--- config.mk ---
export PLATFORM = sky130hd
export DESIGN_NAME = signal_conditioner
export DESIGN_NICKNAME = d
export VERILOG_FILES = /design/src/rtl/signal_conditioner_pkg.sv /design/src/rtl/sync_chain.sv /design/src/rtl/signal_conditioner.sv
export SDC_FILE = /design/constraint.sdc
export NUM_CORES = 1
export LEC_CHECK = 0
export CAP_MARGIN = 0
export CORE_MARGIN = 3
export CORE_UTILIZATION = 40
export CTS_BUF_LIST = sky130_fd_sc_hd__clkbuf_8
export DETAILED_ROUTE_END_ITERATION = 10
export PLACE_DENSITY = 0.7
export SLEW_MARGIN = 15
export SYNTH_ARGS = -nofsm -noshare
export SYNTH_HDL_FRONTEND = slang
export SYNTH_SLANG_ARGS = --single-unit
--- constraint.sdc ---
create_clock -name clock -period 1.3 [get_ports clock]
set_input_delay 0.26 -clock clock [delete_from_list [all_inputs] [get_ports clock]]
set_output_delay 0.26 -clock clock [all_outputs]
set_load 0.02 [all_outputs]
--- src/rtl/signal_conditioner_pkg.sv ---
// signal_conditioner_pkg: shared state encoding, glitch counter width and default parameters
package signal_conditioner_pkg;
  typedef enum logic [1:0] {ST_LOW, ST_RISE_QUAL, ST_HIGH, ST_FALL_QUAL} cond_state_t;
  localparam int GLITCH_CNT_W = 8;
  localparam int DEF_SYNC_STAGES = 2;
  localparam int DEF_DEBOUNCE_CYCLES = 64;
  localparam logic DEF_INIT_LEVEL = 1'b0;
endpackage

--- src/rtl/sync_chain.sv ---
// sync_chain: STAGES-deep flip-flop synchronizer for an asynchronous field input
// ports: clock, reset (sync active-low, loads INIT), d (async in), q (synchronized out)
module sync_chain #(
  parameter int STAGES = 2,
  parameter logic INIT = 1'b0
) (
  input  logic clock,
  input  logic reset,
  input  logic d,
  output logic q
);
  logic [STAGES-1:0] r_sync;
  always_ff @(posedge clock)
    if (!reset) r_sync <= {STAGES{INIT}};
    else r_sync <= {r_sync[STAGES-2:0], d};
  assign q = r_sync[STAGES-1];
endmodule

--- src/rtl/signal_conditioner.sv ---
// signal_conditioner: synchronizes and debounces a bouncing field input, emits edge strobes and counts rejected glitches
// ports: clock, reset (sync active-low), raw_in (async), enable (strobe gate),
//        level (debounced level), rise_pulse/fall_pulse (one-cycle strobes), glitch_count (saturating)
module signal_conditioner
  import signal_conditioner_pkg::*;
#(
  parameter int SYNC_STAGES = DEF_SYNC_STAGES,
  parameter int DEBOUNCE_CYCLES = DEF_DEBOUNCE_CYCLES,
  parameter logic INIT_LEVEL = DEF_INIT_LEVEL
) (
  input  logic                    clock,
  input  logic                    reset,
  input  logic                    raw_in,
  input  logic                    enable,
  output logic                    level,
  output logic                    rise_pulse,
  output logic                    fall_pulse,
  output logic [GLITCH_CNT_W-1:0] glitch_count
);
  localparam int CW = $clog2(DEBOUNCE_CYCLES + 1);
  localparam logic [CW-1:0] QUAL_LAST = CW'(DEBOUNCE_CYCLES - 1);
  localparam cond_state_t RST_STATE = INIT_LEVEL ? ST_HIGH : ST_LOW;
  logic w_sync;
  cond_state_t r_state, w_state_nxt;
  logic [CW-1:0] r_cnt, w_cnt_nxt;
  logic w_abort;
  logic [GLITCH_CNT_W-1:0] r_glitch, w_glitch_nxt;
  logic r_level, r_rise, r_fall, r_en;
  logic w_hi, w_rise_nxt, w_fall_nxt;
  sync_chain #(.STAGES(SYNC_STAGES), .INIT(INIT_LEVEL)) u_sync (
    .clock(clock),
    .reset(reset),
    .d(raw_in),
    .q(w_sync)
  );
  always_ff @(posedge clock)
    if (!reset) begin
      r_state  <= RST_STATE;
      r_cnt    <= '0;
      r_glitch <= '0;
    end else begin
      r_state  <= w_state_nxt;
      r_cnt    <= w_cnt_nxt;
      r_glitch <= w_glitch_nxt;
    end
  // counter is zero outside the qualifying states; reaching QUAL_LAST with the sample still
  // agreeing means DEBOUNCE_CYCLES consecutive matching samples have been seen
  always_comb begin
    w_state_nxt = r_state;
    w_cnt_nxt   = '0;
    w_abort     = 1'b0;
    case (r_state)
      ST_LOW:       if (w_sync) begin w_state_nxt = ST_RISE_QUAL; w_cnt_nxt = CW'(1); end
      ST_RISE_QUAL: if (!w_sync) begin w_state_nxt = ST_LOW; w_abort = 1'b1; end
                    else if (r_cnt == QUAL_LAST) w_state_nxt = ST_HIGH;
                    else w_cnt_nxt = r_cnt + 1'b1;
      ST_HIGH:      if (!w_sync) begin w_state_nxt = ST_FALL_QUAL; w_cnt_nxt = CW'(1); end
      ST_FALL_QUAL: if (w_sync) begin w_state_nxt = ST_HIGH; w_abort = 1'b1; end
                    else if (r_cnt == QUAL_LAST) w_state_nxt = ST_LOW;
                    else w_cnt_nxt = r_cnt + 1'b1;
      default:      w_state_nxt = RST_STATE;
    endcase
    w_glitch_nxt = (w_abort && r_glitch != '1) ? r_glitch + 1'b1 : r_glitch;
  end
  // outputs trail the state by one register; a strobe fires when the state side has crossed
  // but the registered level has not, gated by enable captured on the transition cycle
  always_comb begin
    w_hi       = (r_state == ST_HIGH) || (r_state == ST_FALL_QUAL);
    w_rise_nxt = r_en && (r_state == ST_HIGH) && !r_level;
    w_fall_nxt = r_en && (r_state == ST_LOW) && r_level;
  end
  always_ff @(posedge clock)
    if (!reset) begin
      r_level <= INIT_LEVEL;
      r_rise  <= 1'b0;
      r_fall  <= 1'b0;
      r_en    <= 1'b0;
    end else begin
      r_level <= w_hi;
      r_rise  <= w_rise_nxt;
      r_fall  <= w_fall_nxt;
      r_en    <= enable;
    end
  assign level        = r_level;
  assign rise_pulse   = r_rise;
  assign fall_pulse   = r_fall;
  assign glitch_count = r_glitch;
endmodule
* Word-level counts from Yosys, hierarchy flattened
Index checks and enable logic that the tools add are counted.
** Cells by class
- $add $sub $neg :: 2
- Multiplexer cells :: 16
- Reductions and logical operators :: 9
- Equality and inequality tests :: 9
** Operators by type and width (number)
- $pmux W7 S4 :: 1
- $mux W7 :: 3
- $mux W2 :: 6
- $add A8 B1 Y8 const B :: 1
- $ne A8 B8 Y1 const B :: 1
- $pmux W2 S4 :: 1
- $add A7 B1 Y7 const B :: 1
- $eq A7 B6 Y1 const B :: 1
- $logic_and A1 B1 Y1 :: 5
- $eq A2 B2 Y1 const B :: 2
- $mux W1 :: 4
- $reduce_and A4 Y1 :: 1
- $ne A3 B2 Y1 const B :: 1
- $ne A3 B3 Y1 const B :: 1
- $eq A2 B1 Y1 const B :: 1
- $logic_not A2 Y1 :: 1
- $ne A2 B1 Y1 const B :: 1
- $ne A2 B2 Y1 const B :: 1
- $pmux W1 S2 :: 1
- $logic_not A1 Y1 :: 1
- $logic_or A1 B1 Y1 :: 1
** Word-level totals
- Input port bits :: 4
- Output and inout port bits :: 11
- Logic and storage cells :: 44
- Flip-flop bits (word level) :: 23

* Logic depth before layout (Yosys ltp)
Gate-level depths: netlist of the first run.
- Depth in word-level cells :: 4
- Mapped depth :: 5
- Depth with buffers taken out :: 5

* Modules after synthesis
Synthesis of the first run repeated with hierarchy kept, for this count alone.
** Second synthesis, totals
- Cell total of the unflattened synthesis :: 103
- Area total of the unflattened synthesis :: 965.9 µm²
** By module, submodules not included
- signal_conditioner :: times used 1, cells an instance 99, area each 913.4 µm²
- sync_chain :: times used 1, cells an instance 4, area each 52.6 µm²

* Worst setup path after synthesis of the first run
OpenSTA, ideal clock, no wires.
- Path type :: reg-to-reg
- Start point :: reg r_glitch[0], in the netlist glitch_count[0]
- End point :: reg r_glitch[6], in the netlist glitch_count[6]
- Path buffers :: 0
- Library setup time :: 0.122 ns
- Data arrival time :: 1.348 ns
- Path slack :: -0.170 ns
- Stages on the path, launching flop included :: 5
- Data required time :: 1.178 ns
- Cells stage by stage :: dfxtp_1 ha_1 and2_1 nand4_1 o311a_1
** On the way
- Cells in the longest elaborated chain, start to end :: 2
- Elaborated cells between the ends (all ways) :: 3
- Classes of those cells :: 1 x add/sub; 1 x eq/ne; 1 x reduce/logical
** Ends and longest elaborated chain
- start: declaration :: line signal_conditioner.sv:27 : logic [GLITCH_CNT_W-1:0] r_glitch, w_glitch_nxt;
- start signal: assignment :: line signal_conditioner.sv:44 : r_glitch <= w_glitch_nxt;
- branches (longest 2 deep; another with $add A8 B1 Y8)
Parallel ways; which one is timed is not known.
A chain may end at the register's enable or synchronous reset.

* Worst setup path in the final report of the first run
- Start point :: reg r_glitch[0], in the netlist glitch_count[0]
- End point :: reg r_glitch[4], in the netlist glitch_count[4]
The elaborated chain is that of the path after synthesis.

==> summary.txt, run 1 <==
Status
  • Status: completed

Pwr
  • VDD IR max: between 0.8 and 0.9 mV
  • Sequential Power Share: just under 60%
  • P_sw: approximately 0.26 mW
  • Clock Power Share: a little under two fifths
  • Logic pwr share: under 10%
  • Internal Power: approximately 0.95 mW
  • Sw Ratio: 21.4%
  • Final Power: between 1 and 1.5 mW
  • PD cells: 909 mW/mm^2
  • Leak Pwr: approximately 0.55 nW

Critical path
  • Crit path DAT: ~1.5 ns
  • RR Startpoint: glitch_count[0]
  • Reg-to-reg setup timing slack: 0.02 ns
  • WP buf/inv: 1
  • Crit path largest cell delay: around 0.36 ns
  • Critical Path RT: around 1.5 ns
  • Crit. End Element: flop
  • Cells along the critical path: ha_4, and2_4, nand4_1, buf_4, mux2i_2, nor2_1
  • Crit path depth: 6
  • Worst setup SP type: flop
  • Kind of critical path: flop to flop
  • Worst Path Max Fanout: 4
  • Crit path max-delay family: flip-flops
  • Reg2reg end: glitch_count[4]
  • Reg2reg path depth: 6
  • Crit-path slowest cell: dfxtp_4

Cells and area
  • Layout area overhead: 42.0%
  • Nets: about 140
  • Register area: about 480 sq um
  • Fillers: 188
  • Multi-input logic area: roughly 500 sq um
  • Fraction of layout cells with a size suffix above 1: 34.9%
  • Antenna diode count: 0
  • Finished Core Util: between 60% and 70%

Floorplan
  • Die W: roughly 54 um
  • Die Ht: ~54 um
  • Top Ports: 15
  • Rows: 16
  • Starting Density: a little under half
  • Die area: slightly below 0.003 sq mm
  • Core area: roughly 0.0021 sq mm

STA
  • Maximum clock rate: a little under 0.8 GHz
  • Final max-slew violation count: 0
  • Final setup fails: 0
  • RSZ-0062 raised after global routing: true
  • Hold Fails Final Rpt: 0
  • Slew of the pin with the lowest slew margin: about 0.29 ns
  • Final period util: between 90% and 100%
  • Fin Clk Skew: about 0.01 ns
  • Worst slew margin: between 80% and 90%
  • Post-layout min period: between 1 and 1.5 ns

Global routing
  • First-pass GRT wire length: 3320 um
  • Vias in the first global route: roughly 760
  • GRT Residual Overflow: 0
  • Initial antenna violation count: 0
  • GRT Overall Usage: between 10% and 20%
  • Largest net degree at the start of global routing: 14

Min path
  • Hold_sp: u_sync.r_sync[0]
  • Worst Hold End: u_sync.r_sync[1]
  • Hold Path Depth: 1
  • Hold Path Class: flop to flop

Logic synthesis
  • Top cells by count, synth: dfxtp_1, nor2_1, nand3_1
  • Cell area after synthesis: 938 sq um
  • Share of the synthesized area in the top cell type: between 40% and 50%
  • Syn Nets: 104
  • Synth Register Bits: 23
  • Synth Instances: 98
  • Seq/Total Area, Yosys: between 40% and 50%
  • Top_reg_cell synth: dfxtp_1
  • Synthesis Warnings: 0
  • Syn Area/Cell: 9.58 sq um
  • Async set-or-reset flop fraction in the synthesized netlist: 0%
  • Largest area contributor in the netlist: dfxtp_1
  • Library cells used by synthesis: 31
  • Most frequent cell after synthesis: dfxtp_1
  • Top cells by area, synth: dfxtp_1, xor2_1, mux2i_1, nand3_1, nor2_1
  • EDFF count, synth: 0

Routing
  • Final wirelength: slightly below 2000 um
  • Pre-antenna DRT Iters: 2
  • WL/cell: 12.5 um
  • Detail Route Antenna Nets: 0
  • Initial drt markers: 6
  • Vias per cell: between 5 and 6
  • DRC violations left: 0
  • Vias after detailed routing: about 800

Clocking
  • Hold_buf cts: 0
  • TritonCTS Sinks: 23
  • CTS H-Tree Depth: 1
  • CTS tree: built
  • CTS Buffer Depth: 2
  • Root cell of the clock tree: clkbuf_8
  • Clock transition at path regs: roughly 0.09 ns
  • Cts bufs inserted: 3
  • Later-pin clock latency in the skew report: around 0.27 ns

Placement
  • Detail Placement HPWL: around 1500 um
  • Placer congestion estimate: 0.875
  • IO Port Bufs: 14

Job
  • Max Cap Violations: 0
## logic make-up after synthesis
| family | count (synthesis) | synth area share (%) |
|---|---|---|
| adders and majority gates | 2 | 2.67 |
| and+or+nand+nor | 43 | 24.8 |
| xor gates and xnor gates | 7 | 7.33 |
| DFF | 23 | 49.1 |
| muxes | 4 | 4.27 |
| buffers and inverters | 7 | 2.93 |
| AOI/OAI and AO/OA | 12 | 8.93 |
## flip-flops by register name, summed over array words and instances, names as in the netlist, named ones only
name / flops
r_state: 1
r_en: 1
r_cnt: 7
u_sync.r_sync: 2
glitch_count: 8
level: 1
fall_pulse: 1
rise_pulse: 1
## layout make-up
type,count,share of cell area (%)
clock buffers,3,3.10
multi-input cells,68,38.6
well taps,27,2.54
flip-flops and latches,23,35.9
inverters,5,1.41
repair buffers,29,18.1
clock inverters,1,0.376
## power by group through the flow
| stage | sequential (mW) | clock [mW] | combinational (mW) |
|---|---|---|---|
| after floorplan | 0.730 | 0 | 0.0211 |
| after detailed placement | 0.730 | 0 | 0.0514 |
| after global routing | 0.716 | 0.485 | 0.0574 |
| after CTS | 0.714 | 0.464 | 0.0514 |
| final | 0.714 | 0.445 | 0.0518 |
| after global placement | 0.729 | 0 | 0.0501 |
## cell usage in the layout (no fill, tap or decap), types with 4 or more instances in the layout
| cell | count |
|---|---|
| buf_4 | 15 |
| dfxtp_1 | 13 |
| dfxtp_2 | 8 |
| dlygate4sd2_1 | 6 |
| inv_1 | 5 |
| nand2_1 | 6 |
| nand3_1 | 6 |
| nand4_1 | 5 |
| nor2_1 | 8 |
| nor3_1 | 4 |
| xor2_1 | 4 |
## worst max-delay path by stage
stage / start / endpoint / slack (ns)
after floorplan: glitch_count[0] / glitch_count[6] / -0.004
after global placement: glitch_count[0] / glitch_count[1] / -0.009
after detailed placement: reset / r_cnt[5] / -0.03
after CTS: r_cnt[1] / flop / 0.002
after global routing: glitch_count[0] / glitch_count[4] / -0.08
final: glitch_count[0] / glitch_count[4] / 0.02
## layer usage
metal | up-vias | track usage (%) | share of wire [%]
met4 | 0 | 7.47 | 1.7
li1 | 404 | - | -
met1 | 377 | 18.2 | 43
met3 | 4 | 5.72 | 4.3
met2 | 14 | 26.9 | 51
met5 | - | 0 | 0
## stage by stage
| step | setup slack (ns) | hold slack [ns] | area, sq um | setup TNS, ns | cells |
|---|---|---|---|---|---|
| 4_1_cts | 0.00211 | 0.443 | 1280 | 0 | 155 |
| 2_1_floorplan | -0.00432 | 0.387 | 952 | -0.00432 | 98 |
| 3_3_place_gp | -0.00933 | 0.416 | 1220 | -0.0122 | 151 |
| 6_report | 0.0186 | 0.439 | 1330 | 0 | 156 |
| 3_5_place_dp | -0.0334 | 0.422 | 1220 | -0.154 | 151 |
| 5_1_grt | -0.0813 | 0.447 | 1330 | -0.146 | 156 |
## timing repair
action                                 in CTS  in global routing
pin swaps                                   0                  7
setup endpoints to repair                  16                 16
setup buffers                               0                  1
endpoints found under the hold margin       0                  0
resized for setup                          17                 18
Note: power is estimated with default switching activity, not from simulation.
==> inputs of run 2 (changes only) <==
Settings changed: SETUP_SLACK_MARGIN set to 0.3.
==> summary.txt, run 2 (synthesis results as in run 1) <==
Placement
  • Placed cell area: 0.00122 sq mm (-0.41%)
  • Placer congestion estimate: 0.816 (-6.7%)
  • Detail Placement HPWL: 1410 um (-3.8%)
  • IO Port Bufs: 14 (unchanged)

Clocking
  • TritonCTS Sinks: 23 (unchanged)
  • Root cell of the clock tree: clkbuf_8
  • Cts bufs inserted: 3 (unchanged)
  • CTS Buffer Depth: 2 (unchanged)
  • Clock transition at path regs: 0.07 ns (-0.02 ns)
  • Later-pin clock latency in the skew report: 0.26 ns (about the same)
  • CTS tree: built
  • CTS H-Tree Depth: 1 (unchanged)

Critical path
  • Crit path max-delay family: flip-flops
  • Reg-to-reg setup timing slack: 0.009 ns (about the same)
  • Kind of critical path: flop to flop
  • Crit path largest cell delay: 0.38 ns (+0.02 ns)
  • Critical Path RT: 1.45 ns (-0.02 ns)
  • Crit path depth: 6 (unchanged)
  • RR Startpoint: glitch_count[1]
  • Worst setup SP type: flop
  • WP buf/inv: 1 (unchanged)
  • Cells along the critical path: ha_4, and2_4, nand4_1, buf_4, mux2i_1, nor2_1
  • Crit path DAT: 1.44 ns (about the same)
  • Worst Path Max Fanout: 4 (unchanged)
  • Critical Path Start: glitch_count[1]
  • Crit. End Element: flop
  • Reg2reg end: glitch_count[4]
  • Crit-path slowest cell: dfxtp_4
  • Reg2reg path depth: 6 (unchanged)
  • Worst Setup EP: glitch_count[4]

Pwr
  • Sequential Power Share: 59.1% (about the same)
  • VDD IR max: 0.847 mV (+3.9%)
  • Leak Pwr: 0.639 nW (+16%)
  • PD cells: 759 mW/mm^2 (-16%)
  • Sw Ratio: 20.8% (-0.66 points)
  • Clock Power Share: 35.5% (-1.3 points)
  • Logic pwr share: 5.4% (+1.1 points)
  • Internal Power: 0.938 mW (-1.4%)
  • P_sw: 0.246 mW (-5.2%)

STA
  • Post-layout min period: 1.29 ns (+0.00929 ns)
  • Final max-slew violation count: 0 (unchanged)
  • Final setup fails: 0 (unchanged)
  • RSZ-0062 raised after global routing: true
  • Sum Neg Setup Slack: 0 ns (unchanged)
  • Maximum clock rate: 0.775 GHz (-0.72%)
  • Fin Clk Skew: 0.00137 ns (-0.00864 ns)
  • Slew of the pin with the lowest slew margin: 0.379 ns (+0.0934 ns)
  • Worst slew margin: 74.7% (-6.1 points)
  • Final period util: 99.3% (+0.71 points)
  • Hold Fails Final Rpt: 0 (unchanged)

Min path
  • Hold Path Class: flop to flop

Cells and area
  • Max FFs per register: 8 (unchanged)
  • Most common cell after layout, fill and taps aside: buf_4
  • Layout area overhead: 66.3%
  • Most frequent cells in the layout: buf_4, buf_6, dfxtp_4, dfxtp_1
  • Fraction of layout cells with a size suffix above 1: 55.2% (+20 points)
  • Nets: 150 (+10%)
  • Antenna diode count: 0 (unchanged)
  • Design area: 0.00156 sq mm (+17%)

Global routing
  • Largest net degree at the start of global routing: 13 (-1)
  • Met1 Resource Use GR: 19.0% (+0.80 points)
  • Vias in the first global route: 768 (+1.3%)
  • GR peak layer: met2
  • Initial antenna violation count: 0 (unchanged)
  • First-pass GRT wire length: 3250 um (-2.1%)
  • Met2 Use GR: 25.5% (-1.4 points)
  • GRT Overall Usage: 15.5% (-0.64 points)
  • GRT Residual Overflow: 0 (unchanged)
  • Met3 usage: 5.72% (unchanged)

Routing
  • DRC violations left: 0 (unchanged)
  • Detail Route Antenna Nets: 0 (unchanged)
  • Vias after detailed routing: 872 (+9.1%)
  • Vias per cell: 5.13 (+0.15%)
  • Pre-antenna DRT Iters: 4 (+2)
  • WL/cell: 14.1 um (+14%)
  • Initial drt markers: 9 (+3)
  • Final wirelength: 2400 um (+24%)

Status
  • Status: completed

Floorplan
  • Die Ht: 54.4 um (unchanged)
  • Die W: 54.4 um (unchanged)
  • Starting Density: 45.1% (unchanged)
  • Die area: 0.00296 sq mm (unchanged)
  • Core area: 0.00208 sq mm (unchanged)
  • Rows: 16 (unchanged)
  • Top Ports: 15 (unchanged)

Job
  • Max Cap Violations: 0 (unchanged)
-- run 2: changes by cell type in the layout (fill, tap and decap cells not counted), sizes merged --
cell and delta:
clkdlybuf4s15 -4, clkbuf -1, dlygate4sd2 -5, inv +1, buf +25, clkdlybuf4s50 -1, clkinv -1
-- run 2: stage by stage --
step                      setup slack (ns)  std cells  total power, mW  hold WS, ns  utilization, %
final                              0.00936        170             1.18        0.451            74.9
after global placement             -0.0814        142            0.772        0.415            58.5
after CTS                           0.0247        159             1.19        0.459            66.6
after detailed placement            -0.133        142            0.774        0.441            58.5
after global routing               -0.0797        170             1.23        0.472            74.9
after floorplan                     0.0889         98            0.750        0.387               -
-- run 2: cell type report --
| type | count | area, sq um |
|---|---|---|
| inverters | 5 | 18.8 |
| clock buffers | 3 | 41.3 |
| multi-input cells | 68 | 573 |
| fillers | 124 | 522 |
| flip-flops and latches | 23 | 504 |
| clock inverters | 1 | 3.75 |
| well taps | 27 | 33.8 |
| repair buffers | 43 | 385 |
-- run 2: worst reg2reg max path, cell delays in order (launching register included) --
cell and delay, ns:
dfxtp_4 0.38, ha_4 0.14, and2_4 0.14, nand4_1 0.15, buf_4 0.19, mux2i_1 0.14
nor2_1 0.05
-- run 2: power by group through the flow --
stage / clock, mW / combinational, mW / sequential [mW]
final: 0.420 / 0.0640 / 0.700
after global routing: 0.465 / 0.0682 / 0.701
after CTS: 0.432 / 0.0522 / 0.705
after detailed placement: 0 / 0.0456 / 0.728
after global placement: 0 / 0.0441 / 0.728
after floorplan: 0 / 0.0222 / 0.728
-- run 2: how the worst min path moves through the flow --
stage                     start                to  slack [ns]  depth (start not counted)
2_1_floorplan            enable              r_en        0.39                          1
3_3_place_gp   u_sync.r_sync[0]  u_sync.r_sync[1]        0.41                          1
3_5_place_dp   u_sync.r_sync[0]  u_sync.r_sync[1]        0.44                          1
4_1_cts        u_sync.r_sync[0]  u_sync.r_sync[1]        0.46                          1
5_1_grt        u_sync.r_sync[0]  u_sync.r_sync[1]        0.47                          1
6_report       u_sync.r_sync[0]  u_sync.r_sync[1]        0.45                          1
-- run 2: timing repair --
item,in CTS,in global routing
setup endpoints to repair,31,28
hold buffers,0,0
resized for setup,60,38
endpoints found under the hold margin,0,0
setup buffers,13,11
pin swaps,11,23
-- run 2: metal layers --
metal	wire (um)	part of all wire [%]
met2	1230	51
met5	0	0
met1	1070	44
met4	8	0.33
met3	98	4.1
==> inputs of run 3 (changes only) <==
Settings changed: GPL_TIMING_DRIVEN set to 1, SLEW_MARGIN 15 to 10.
==> results of run 3 <==
Same layout as run 2: the final DEF is identical, and so are final timing and power.
==> patch, RTL diff (config.mk and constraints of run 2) <==
Register the inputs `raw_in` and `enable` before use. The logic sees them one clock later. Comments in the files are not updated.
--- a/src/rtl/signal_conditioner.sv
+++ b/src/rtl/signal_conditioner.sv
@@ -21,4 +21,13 @@
   localparam logic [CW-1:0] QUAL_LAST = CW'(DEBOUNCE_CYCLES - 1);
   localparam cond_state_t RST_STATE = INIT_LEVEL ? ST_HIGH : ST_LOW;
+
+  logic raw_q;
+  logic enable_q;
+
+  always_ff @(posedge clock) begin
+    raw_q    <= raw_in;
+    enable_q <= enable;
+  end
+
   logic w_sync;
   cond_state_t r_state, w_state_nxt;
@@ -31,5 +40,5 @@
     .clock(clock),
     .reset(reset),
-    .d(raw_in),
+    .d(raw_q),
     .q(w_sync)
   );
@@ -80,5 +89,5 @@
       r_rise  <= w_rise_nxt;
       r_fall  <= w_fall_nxt;
-      r_en    <= enable;
+      r_en    <= enable_q;
     end
   assign level        = r_level;
Behaviour: not the same (a bounded check fails within 10 cycles, from zero or initial values and one cycle with reset low).
==> patch against run 2 <==
- power grew 8.2%
- sequential power grew 9.4%
- die area grew 3.8%
- sequential cell count grew 2
- synthesized area grew 4.3%
- worst setup slack gained 0.014 ns
- core utilization shrank 2.2 points
- final area grew 6.1%
- combinational power shrank 6.1%
- routed wire length shrank 2.3%
- critical path type unchanged
- largest power group unchanged
==> patch: results (changes against run 2) <==
Yosys attributes the largest share of cell area to sky130_fd_sc_hd__dfxtp_1 51%, sky130_fd_sc_hd__xor2_1 4.5%, sky130_fd_sc_hd__mux2i_1 4.1%. The average via count per standard cell came out at 5.155 (+0.50%). The violation count after the first detailed-route iteration came out at 24 (+15). The type of the tightest min-delay check was input pin to register.

Total internal power: 1.005 mW (+7.1%). Ranked by instance count, the synthesized netlist is headed by 25 x sky130_fd_sc_hd__dfxtp_1, 9 x sky130_fd_sc_hd__nor2_1, 7 x sky130_fd_sc_hd__nand3_1, 6 x sky130_fd_sc_hd__nand2_1. The maximum number of pins on one net before global-route repair was 15 (+2); the count of nets after finishing was 153 (+2.0%).

The area fraction in compound gates after synthesis is 8.568% (-0.37 points). The adder and majority cell fraction of the synthesized area is 2.558% (-0.11 points), and the max-slew violation count is 0 (unchanged). The maximum fanout along the worst path came out at 3 (-1). For the final RePlAce weighted congestion, the log shows 0.7435 (-8.9%). For the worst slack after detailed placement, the log shows -0.04059 ns (+0.09224 ns).

The xor-xnor portion of the synthesized cell area is 7.033% (-0.30 points), and the final hold slack is 0.4112 ns (-0.04008 ns). The logs give 1266 um2 (+4.0%) for the area of placed instances and 150 (+21%) for the filler cell count in the final layout. The sequential cell fraction of total power was 59.7% (+0.6 points). The net count after synthesis was 106 (+1.9%). The CTS clock-pin slew for the worst setup and hold paths came out at 0.09 ns (+0.02 ns). Layout cell share with drive strength beyond 1: 56.16% (+0.92 points). The part of the cycle the worst path needs was 98.17% (-1.1 points); the static leakage was 0.6791 nW (+6.3%). The post-synthesis sequential area ratio was 51.15% (+2.1 points). The via count of the first global-routing pass is 843 (+9.8%). The flow ran to the end, and the final reports show no timing, DRC or antenna violations.

The power in the clock group was 0.456 mW (+8.6%). For the worst-case headroom to the max-slew limit, the log shows 79.04% (+4.3 points). The switching share of total power is 21.59% (+0.80 points). The placed wire-length estimate was 1356 um (-3.7%); the post-synthesis mux area share was 4.092% (-0.17 points). The tools report the global-route wire length before repair as 3519 um (+8.3%).

The peak supply drop is 749.6 uV (-11%). The average detailed-routed wire length per instance was 13.50 um (-4.5%).
[patch: cell count changes in the layout (fill, tap and decap cells not counted), sizes merged]
cell and change:
inv -1, buf +1, dlymetal6s2s +1, dfxtp +2, dlygate4sd2 -1, clkinv +1
[patch: worst paths after layout]
| kind | startpoint | endpoint | cells past startpoint |
|---|---|---|---|
| max reg2reg | glitch_count[0]$_SDFFE_PN0P_ | glitch_count[5]$_SDFFE_PN0P_ | 5 |
| max | glitch_count[0]$_SDFFE_PN0P_ | glitch_count[5]$_SDFFE_PN0P_ | 5 |
| min reg2reg | raw_q$_DFF_P_ | u_sync.r_sync[0]$_SDFF_PN0_ | 1 |
| min | reset | r_cnt[0]$_SDFF_PN0_ | 2 |
[patch: what timing repair did]
action | CTS | global route
pin swaps | 12 | 12
buffers inserted | 13 | 11
hold buffers | 0 | 0
setup endpoints to repair | 28 | 31
resized for setup | 77 | 30
[patch: metrics by stage]
step | utilization [%] | std cells
floorplan | - | 100
global placement | 55.64 | 146
detailed placement | 55.64 | 146
CTS | 65.37 | 163
global route | 72.73 | 174
finish | 72.73 | 174
[patch: layout make-up]
class                           count  area (um2)  area share, %
Clock inverter                      1       5.005         0.3023
Tap cell                           28       35.03          2.116
Multi-Input combinational cell     68       586.8          35.45
Timing Repair Buffer               44       422.9          25.55
Sequential cell                    25       545.5          32.96
Clock buffer                        3       41.29          2.494
Inverter                            5       18.77          1.134
[patch: routing by layer]
| metal | routed length, um | global-route usage, % | vias up |
|---|---|---|---|
| li1 | - | - | 440 |
| met1 | 998 | 15.73 | 441 |
| met2 | 1250 | 24.49 | 12 |
| met3 | 74 | 5.140 | 4 |
| met4 | 25 | 5.208 | 0 |
| met5 | 0 | 0 | - |
